<file path="src/rtl/isa_pkg.sv">
// Shared constants and types for the instruction-memory loader slice.
//   DW    : instruction / byte width
//   DEPTH : number of instruction words
//   AW    : word address width (AW must equal log2(DEPTH))
//   ld_state_e : loader FSM states. CHK is only reachable when the build
//                defines INSTR_LOADER_CHECKSUM_EN.
package isa_pkg;

  localparam int DW    = 8;
  localparam int DEPTH = 8;
  localparam int AW    = 3;

  typedef enum logic [1:0] {
    IDLE = 2'd0,
    LOAD = 2'd1,
    CHK  = 2'd2,
    DONE = 2'd3
  } ld_state_e;

endpackage

</file>
<file path="src/rtl/instr_mem_array.sv">
// DEPTH x DW instruction store.
//   clk, rst_n : clock, asynchronous active-low clear of every entry
//   we, waddr, wdata : one synchronous write port
//   raddr, rdata     : one combinational read port (fetch path)
module instr_mem_array #(
  parameter int DW    = 8,
  parameter int DEPTH = 8,
  parameter int AW    = 3
) (
  input  logic          clk,
  input  logic          rst_n,
  input  logic          we,
  input  logic [AW-1:0] waddr,
  input  logic [DW-1:0] wdata,
  input  logic [AW-1:0] raddr,
  output logic [DW-1:0] rdata
);

  logic [DEPTH-1:0][DW-1:0] mem;

  // Reset wipes the whole array so an abandoned load leaves no partial program.
  always_ff @(posedge clk or negedge rst_n) begin
    if (!rst_n)  mem        <= '0;
    else if (we) mem[waddr] <= wdata;
  end

  assign rdata = mem[raddr];

endmodule

</file>
<file path="src/rtl/instr_mem_loader.sv">
// Runtime program loader for the single-cycle instruction memory.
// Accepts a byte stream over Byte_Valid/Byte_Ready, writes it from entry 0
// upward, and holds the CPU (Cpu_Hold) while the load runs.
// Ports:
//   Clk, Reset              : clock, asynchronous active-low reset
//   Load_Start, Load_Len    : start request (IDLE/DONE only), byte count (0 = DEPTH)
//   Byte_In, Byte_Valid     : stream in; Byte_Ready = loader can take a byte
//   PC, Instr_Code          : combinational fetch read, PC wraps modulo DEPTH
//   Cpu_Hold, Load_Done     : load in progress / load finished
//   Load_Err                : checksum mismatch (0 unless checksum build)
// Build option: INSTR_LOADER_CHECKSUM_EN adds a trailing XOR checksum byte
// (CHK state) that is compared, not stored.
module instr_mem_loader
  import isa_pkg::*;
(
  input  logic          Clk,
  input  logic          Reset,
  input  logic          Load_Start,
  input  logic [AW:0]   Load_Len,
  input  logic [DW-1:0] Byte_In,
  input  logic          Byte_Valid,
  output logic          Byte_Ready,
  input  logic [7:0]    PC,
  output logic [DW-1:0] Instr_Code,
  output logic          Cpu_Hold,
  output logic          Load_Done,
  output logic          Load_Err
);

  ld_state_e     state, state_nxt;
  logic [AW:0]   rem_q;
  logic [AW-1:0] wptr_q;
  logic          start_ok, xfer, mem_we;

  // Upper PC bits are ignored: the fetch address wraps.
  logic unused_pc;
  assign unused_pc = ^PC[7:AW];

  assign start_ok = Load_Start && (state == IDLE || state == DONE);
  assign xfer     = Byte_Valid && Byte_Ready;
  assign mem_we   = xfer && (state == LOAD);

  always_ff @(posedge Clk or negedge Reset) begin
    if (!Reset) state <= IDLE;
    else        state <= state_nxt;
  end

  always_comb begin
    state_nxt  = state;
    Byte_Ready = 1'b0;
    Cpu_Hold   = 1'b0;
    Load_Done  = 1'b0;
    case (state)
      IDLE: if (Load_Start) state_nxt = LOAD;
      LOAD: begin
        Byte_Ready = 1'b1;
        Cpu_Hold   = 1'b1;
        if (xfer && rem_q == (AW+1)'(1)) begin
`ifdef INSTR_LOADER_CHECKSUM_EN
          state_nxt = CHK;
`else
          state_nxt = DONE;
`endif
        end
      end
`ifdef INSTR_LOADER_CHECKSUM_EN
      CHK: begin
        Byte_Ready = 1'b1;
        Cpu_Hold   = 1'b1;
        if (xfer) state_nxt = DONE;
      end
`endif
      DONE: begin
        Load_Done = 1'b1;
        if (Load_Start) state_nxt = LOAD;
      end
      default: state_nxt = IDLE;
    endcase
  end

  // Write pointer and remaining count. Load_Len of 0 encodes a full DEPTH load.
  always_ff @(posedge Clk or negedge Reset) begin
    if (!Reset) begin
      wptr_q <= '0;
      rem_q  <= '0;
    end else if (start_ok) begin
      wptr_q <= '0;
      rem_q  <= (Load_Len == '0) ? (AW+1)'(DEPTH) : Load_Len;
    end else if (mem_we) begin
      wptr_q <= wptr_q + 1'b1;
      rem_q  <= rem_q - 1'b1;
    end
  end

`ifdef INSTR_LOADER_CHECKSUM_EN
  logic [DW-1:0] csum_q;
  logic          err_q;

  // Running XOR over stored bytes; the byte taken in CHK is compared only.
  always_ff @(posedge Clk or negedge Reset) begin
    if (!Reset) begin
      csum_q <= '0;
      err_q  <= 1'b0;
    end else if (start_ok) begin
      csum_q <= '0;
      err_q  <= 1'b0;
    end else if (mem_we) begin
      csum_q <= csum_q ^ Byte_In;
    end else if (xfer && state == CHK) begin
      err_q  <= (Byte_In != csum_q);
    end
  end

  assign Load_Err = err_q;
`else
  assign Load_Err = 1'b0;
`endif

  instr_mem_array #(
    .DW   (DW),
    .DEPTH(DEPTH),
    .AW   (AW)
  ) u_mem (
    .clk  (Clk),
    .rst_n(Reset),
    .we   (mem_we),
    .waddr(wptr_q),
    .wdata(Byte_In),
    .raddr(PC[AW-1:0]),
    .rdata(Instr_Code)
  );

endmodule

</file>
<file path="config.mk">
export PLATFORM = sky130hd
export DESIGN_NAME = instr_mem_loader
export DESIGN_NICKNAME = d
export VERILOG_FILES = /design/src/rtl/isa_pkg.sv /design/src/rtl/instr_mem_array.sv /design/src/rtl/instr_mem_loader.sv
export SDC_FILE = /design/constraint.sdc
export NUM_CORES = 1
export LEC_CHECK = 0
export CAP_MARGIN = 30
export CORE_ASPECT_RATIO = 0.7
export CORE_MARGIN = 2
export CORE_UTILIZATION = 55
export CTS_BUF_LIST = sky130_fd_sc_hd__clkbuf_8
export DETAILED_ROUTE_END_ITERATION = 6
export PLACE_DENSITY_LB_ADDON = 0.15
export SLEW_MARGIN = 20
export SYNTH_ARGS = -nofsm -noshare
export SYNTH_HDL_FRONTEND = slang
export SYNTH_SLANG_ARGS = --single-unit
</file>
<file path="constraint.sdc">
create_clock -name Clk -period 2.65 [get_ports Clk]
set_input_delay 0.6625 -clock Clk [delete_from_list [all_inputs] [get_ports Clk]]
set_output_delay 0.6625 -clock Clk [all_outputs]
set_load 0.02 [all_outputs]
</file>
==> metrics.log <==
[metrics] RSZ-0062 raised after global routing: false
[metrics] effective utilization at floorplan: 57.05%
[metrics] Layout Cells excl Fill: 360
[metrics] antenna cells: 0
[metrics] Post-Route WL: between 6000 and 7000 um
[metrics] post-layout worst setup margin: 0.1002 ns
[metrics] Synth Cell Area: ~3500 um^2
[metrics] half-perimeter wire length after placement: 4503 um
[metrics] leakage power: 1.977 nW
[metrics] number of levels in the clock H-tree: 3
[metrics] Post-Synthesis Net Count: 261
[metrics] count of unresolved DRC violations after routing: 0
[metrics] Avg Inst Size Synth: 15.42 um^2
[metrics] Pre-antenna DRT Iters: 6
[metrics] synth cell count leaders: 73 x sky130_fd_sc_hd__dfrtp_1, 65 x sky130_fd_sc_hd__mux2_2, 16 x sky130_fd_sc_hd__mux4_2
[metrics] fill cell count: approximately 420
[metrics] clock period minus worst slack: 2.550 ns
[metrics] area share of the largest cell type after synthesis: 51.52%
[metrics] number of distinct library cells after synthesis: 35
[metrics] leading area contributor after synthesis: sky130_fd_sc_hd__dfrtp_1
[metrics] chip width: 99.97 um
[metrics] per-cell via count in the routed design: 5.625
[metrics] Area growth syn-to-layout: 19.90%
[metrics] highest clock rate: 392.2 MHz
[metrics] Max VDD drop: 0.4451 mV
[metrics] initial antenna violation count: 0
[metrics] data arrival time at the worst-slack endpoint: 1.89 ns
[metrics] register bit total from synthesis: 73
[metrics] total placed cells including tap cells: 341
[metrics] fraction of registers with async set or reset after synthesis: 100.0%
[metrics] sort of element at the start of the critical path: input pin
[metrics] power density of the placed cells: 963.2 nW/um^2
[metrics] total negative setup slack: 0 ns
[metrics] via count of the first global-routing pass: 2175
[metrics] detail-routed net length per standard cell: between 15 and 20 um
[metrics] layout net count: roughly 300
[metrics] root buffer cell: sky130_fd_sc_hd__clkbuf_8
[metrics] count of flip-flops with a built-in enable after synthesis: 0
[metrics] # hold bufs at CTS: 0
[metrics] area taken by flip-flops and latches: 1827 um^2
[metrics] Die Span Y: 71.18 um
[metrics] Clock Path Buffers: 2
[metrics] yosys warns: 0
[metrics] Post-synth top flop: sky130_fd_sc_hd__dfrtp_1
[metrics] combined area of the multi-input logic cells: ~1600 um^2
[metrics] Gate Count Post-Synth: 230
[metrics] ratio of cells with drive above 1 in the final layout: 50.71%
[metrics] DIE AREA: 7116 um^2
[metrics] number of max-cap violations: 0
[metrics] worst-path fanout max: 7
[metrics] power consumption: 4.095 mW
[metrics] Sinks on Clock Net: 73
[metrics] Clock Pin Slew Worst Setup and Hold Paths: approximately 0.080 ns
[metrics] outcome: completed
[metrics] most frequent cell after synthesis: sky130_fd_sc_hd__dfrtp_1
[metrics] buffers added on ports: 29
[metrics] final estimated routing congestion in global placement: a little under 0.8
[metrics] CP required: 1.99 ns
[metrics] setup slack at placement: -0.7124 ns
[metrics] critical path class: input pin to output port
[metrics] global-route congestion overflow total: 0
[metrics] total number of vias: between 2000 and 2500
[metrics] Setup-failing EPs final: 0
[metrics] register area share after synthesis: slightly above 50%
[metrics] CORE AREA: ~6200 um^2
[metrics] Tot GR Track Use: 22.08%
[metrics] Rel. slew slack: between 50% and 60%
[metrics] Initial DRC Count: 109
[metrics] maximum number of pins on one net before global-route repair: 29
[metrics] antenna violation net count after detailed routing: 0
[metrics] first-pass GRT wire length: ~11000 um
[metrics] post-route fraction of the period consumed by the critical path: 96.22%
[metrics] TritonCTS clock tree: yes
[metrics] hold violation total from the final report: 0
[metrics] number of buffers created by CTS: 9
[metrics] endpoint kind of the worst setup timing path: output port
[metrics] Worst Tran Pin Value: 0.6477 ns
[metrics] number of pins exceeding their max-slew limit in the final report: 0
[metrics] # IOs: 36
[metrics] Area contributors post-synth: sky130_fd_sc_hd__dfrtp_1 52%, sky130_fd_sc_hd__mux2_2 21%, sky130_fd_sc_hd__mux4_2 10%, sky130_fd_sc_hd__mux2_4 3.4%, sky130_fd_sc_hd__ha_1 2.5%
[metrics] worst min-delay path class: input pin to async pin
[metrics] Clk Latency, worst-skew pair: 0.34 ns
[metrics] Site Rows: 24
[metrics] clock skew: 0.01119 ns
==> where the power goes <==
part / total, mW / internal, mW / switching [mW]
Clock: 0.928 / 0.522 / 0.406
Sequential: 1.80 / 1.54 / 0.262
Combinational: 1.37 / 0.816 / 0.554
==> sequential cells by signal (all words and copies together) (netlist names) <==
name	count
rem_q	4
state	2
u_mem.mem	64
wptr_q	3
==> kinds of logic (layout without fill, tap and decap cells) <==
| family | after synthesis | count (layout) | share of synthesized area (%) |
|---|---|---|---|
| DFF | 73 | 73 | 51.52 |
| buffers and inverters | 17 | 69 | 3.069 |
| and+or+nand+nor | 29 | 29 | 5.893 |
| muxes | 90 | 90 | 34.47 |
| xor gates and xnor gates | 4 | 4 | 0.9882 |
| AOI/OAI and AO/OA | 9 | 9 | 1.482 |
| adders and majority gates | 7 | 7 | 2.470 |
| other | 1 | 1 | 0.1058 |
==> area by class of cell <==
| class | count | area share (%) |
|---|---|---|
| clock inverters | 7 | 2.060 |
| repair buffers | 49 | 11.45 |
| clock buffers | 9 | 2.913 |
| multi-input cells | 140 | 37.96 |
| inverters | 4 | 0.3531 |
| well taps | 78 | 2.295 |
| flip-flops and latches | 73 | 42.97 |
==> per-layer routing <==
layer	wire length, um	vias to the layer above	global-route usage (%)
met4	29	0	4.871
met2	3279	42	34.01
met3	297	2	7.708
met1	3288	1046	30.93
li1	-	935	-
met5	0	-	0
==> critical path, cell delays in order <==
cell and delay [ns]:
sky130_fd_sc_hd__clkdlybuf4s15_2 0.24, sky130_fd_sc_hd__buf_16 0.17, sky130_fd_sc_hd__buf_12 0.12, sky130_fd_sc_hd__mux4_2 0.26, sky130_fd_sc_hd__mux2_4 0.28, sky130_fd_sc_hd__buf_4 0.16
==> through the flow <==
step                hold WS (ns)  instance area, um^2  utilization (%)
global placement          0.4840                 4000            64.35
detailed placement        0.4907                 4000            64.35
floorplan                 0.3669                 3546                -
CTS                       0.3472                 4272            68.72
finish                    0.3436                 4252            68.40
global route              0.3656                 4252            68.40
==> placed cells by master (no fill, tap or decap), drive strengths merged, types with 2 or more instances in the layout <==
| cell | Yosys | final |
|---|---|---|
| a21oi | 3 | 3 |
| clkbuf | 2 | 9 |
| or3 | 3 | 3 |
| nor2 | 5 | 5 |
| xor2 | 3 | 3 |
| nor3 | 5 | 5 |
| nand2 | 6 | 6 |
| buf | 11 | 30 |
| nand3 | 4 | 4 |
| o21ai | 3 | 3 |
| nand2b | 2 | 2 |
| ha | 7 | 7 |
| clkdlybuf4s50 | 0 | 18 |
| bufinv | 0 | 2 |
| inv | 4 | 6 |
| clkinvlp | 0 | 2 |
| mux2 | 73 | 73 |
| mux4 | 16 | 16 |
| dfrtp | 73 | 73 |
==> what timing repair did <==
| item | CTS | global route |
|---|---|---|
| gates cloned | 2 | 0 |
| setup endpoints to repair | 8 | 5 |
| setup buffers | 1 | 0 |
| resized for setup | 40 | 5 |
==> final timing paths <==
kind | cells after the start | slack [ns] | endpoint | start
hold reg to reg | 1 | 0.50 | u_mem.mem[57]$_DFFE_PN0P_ | u_mem.mem[57]$_DFFE_PN0P_
max in group asynchronous | 2 | 1.68 | u_mem.mem[56]$_DFFE_PN0P_ | Reset
setup reg to reg | 6 | 0.64 | u_mem.mem[10]$_DFFE_PN0P_ | state[1]$_DFFE_PN0P_
hold / removal | 1 | 0.34 | u_mem.mem[36]$_DFFE_PN0P_ | Reset
setup / recovery | 6 | 0.10 | Instr_Code[0] | PC[1]
min in group Clk | 1 | 0.50 | u_mem.mem[57]$_DFFE_PN0P_ | u_mem.mem[57]$_DFFE_PN0P_
(Power assumes the default switching activity.)
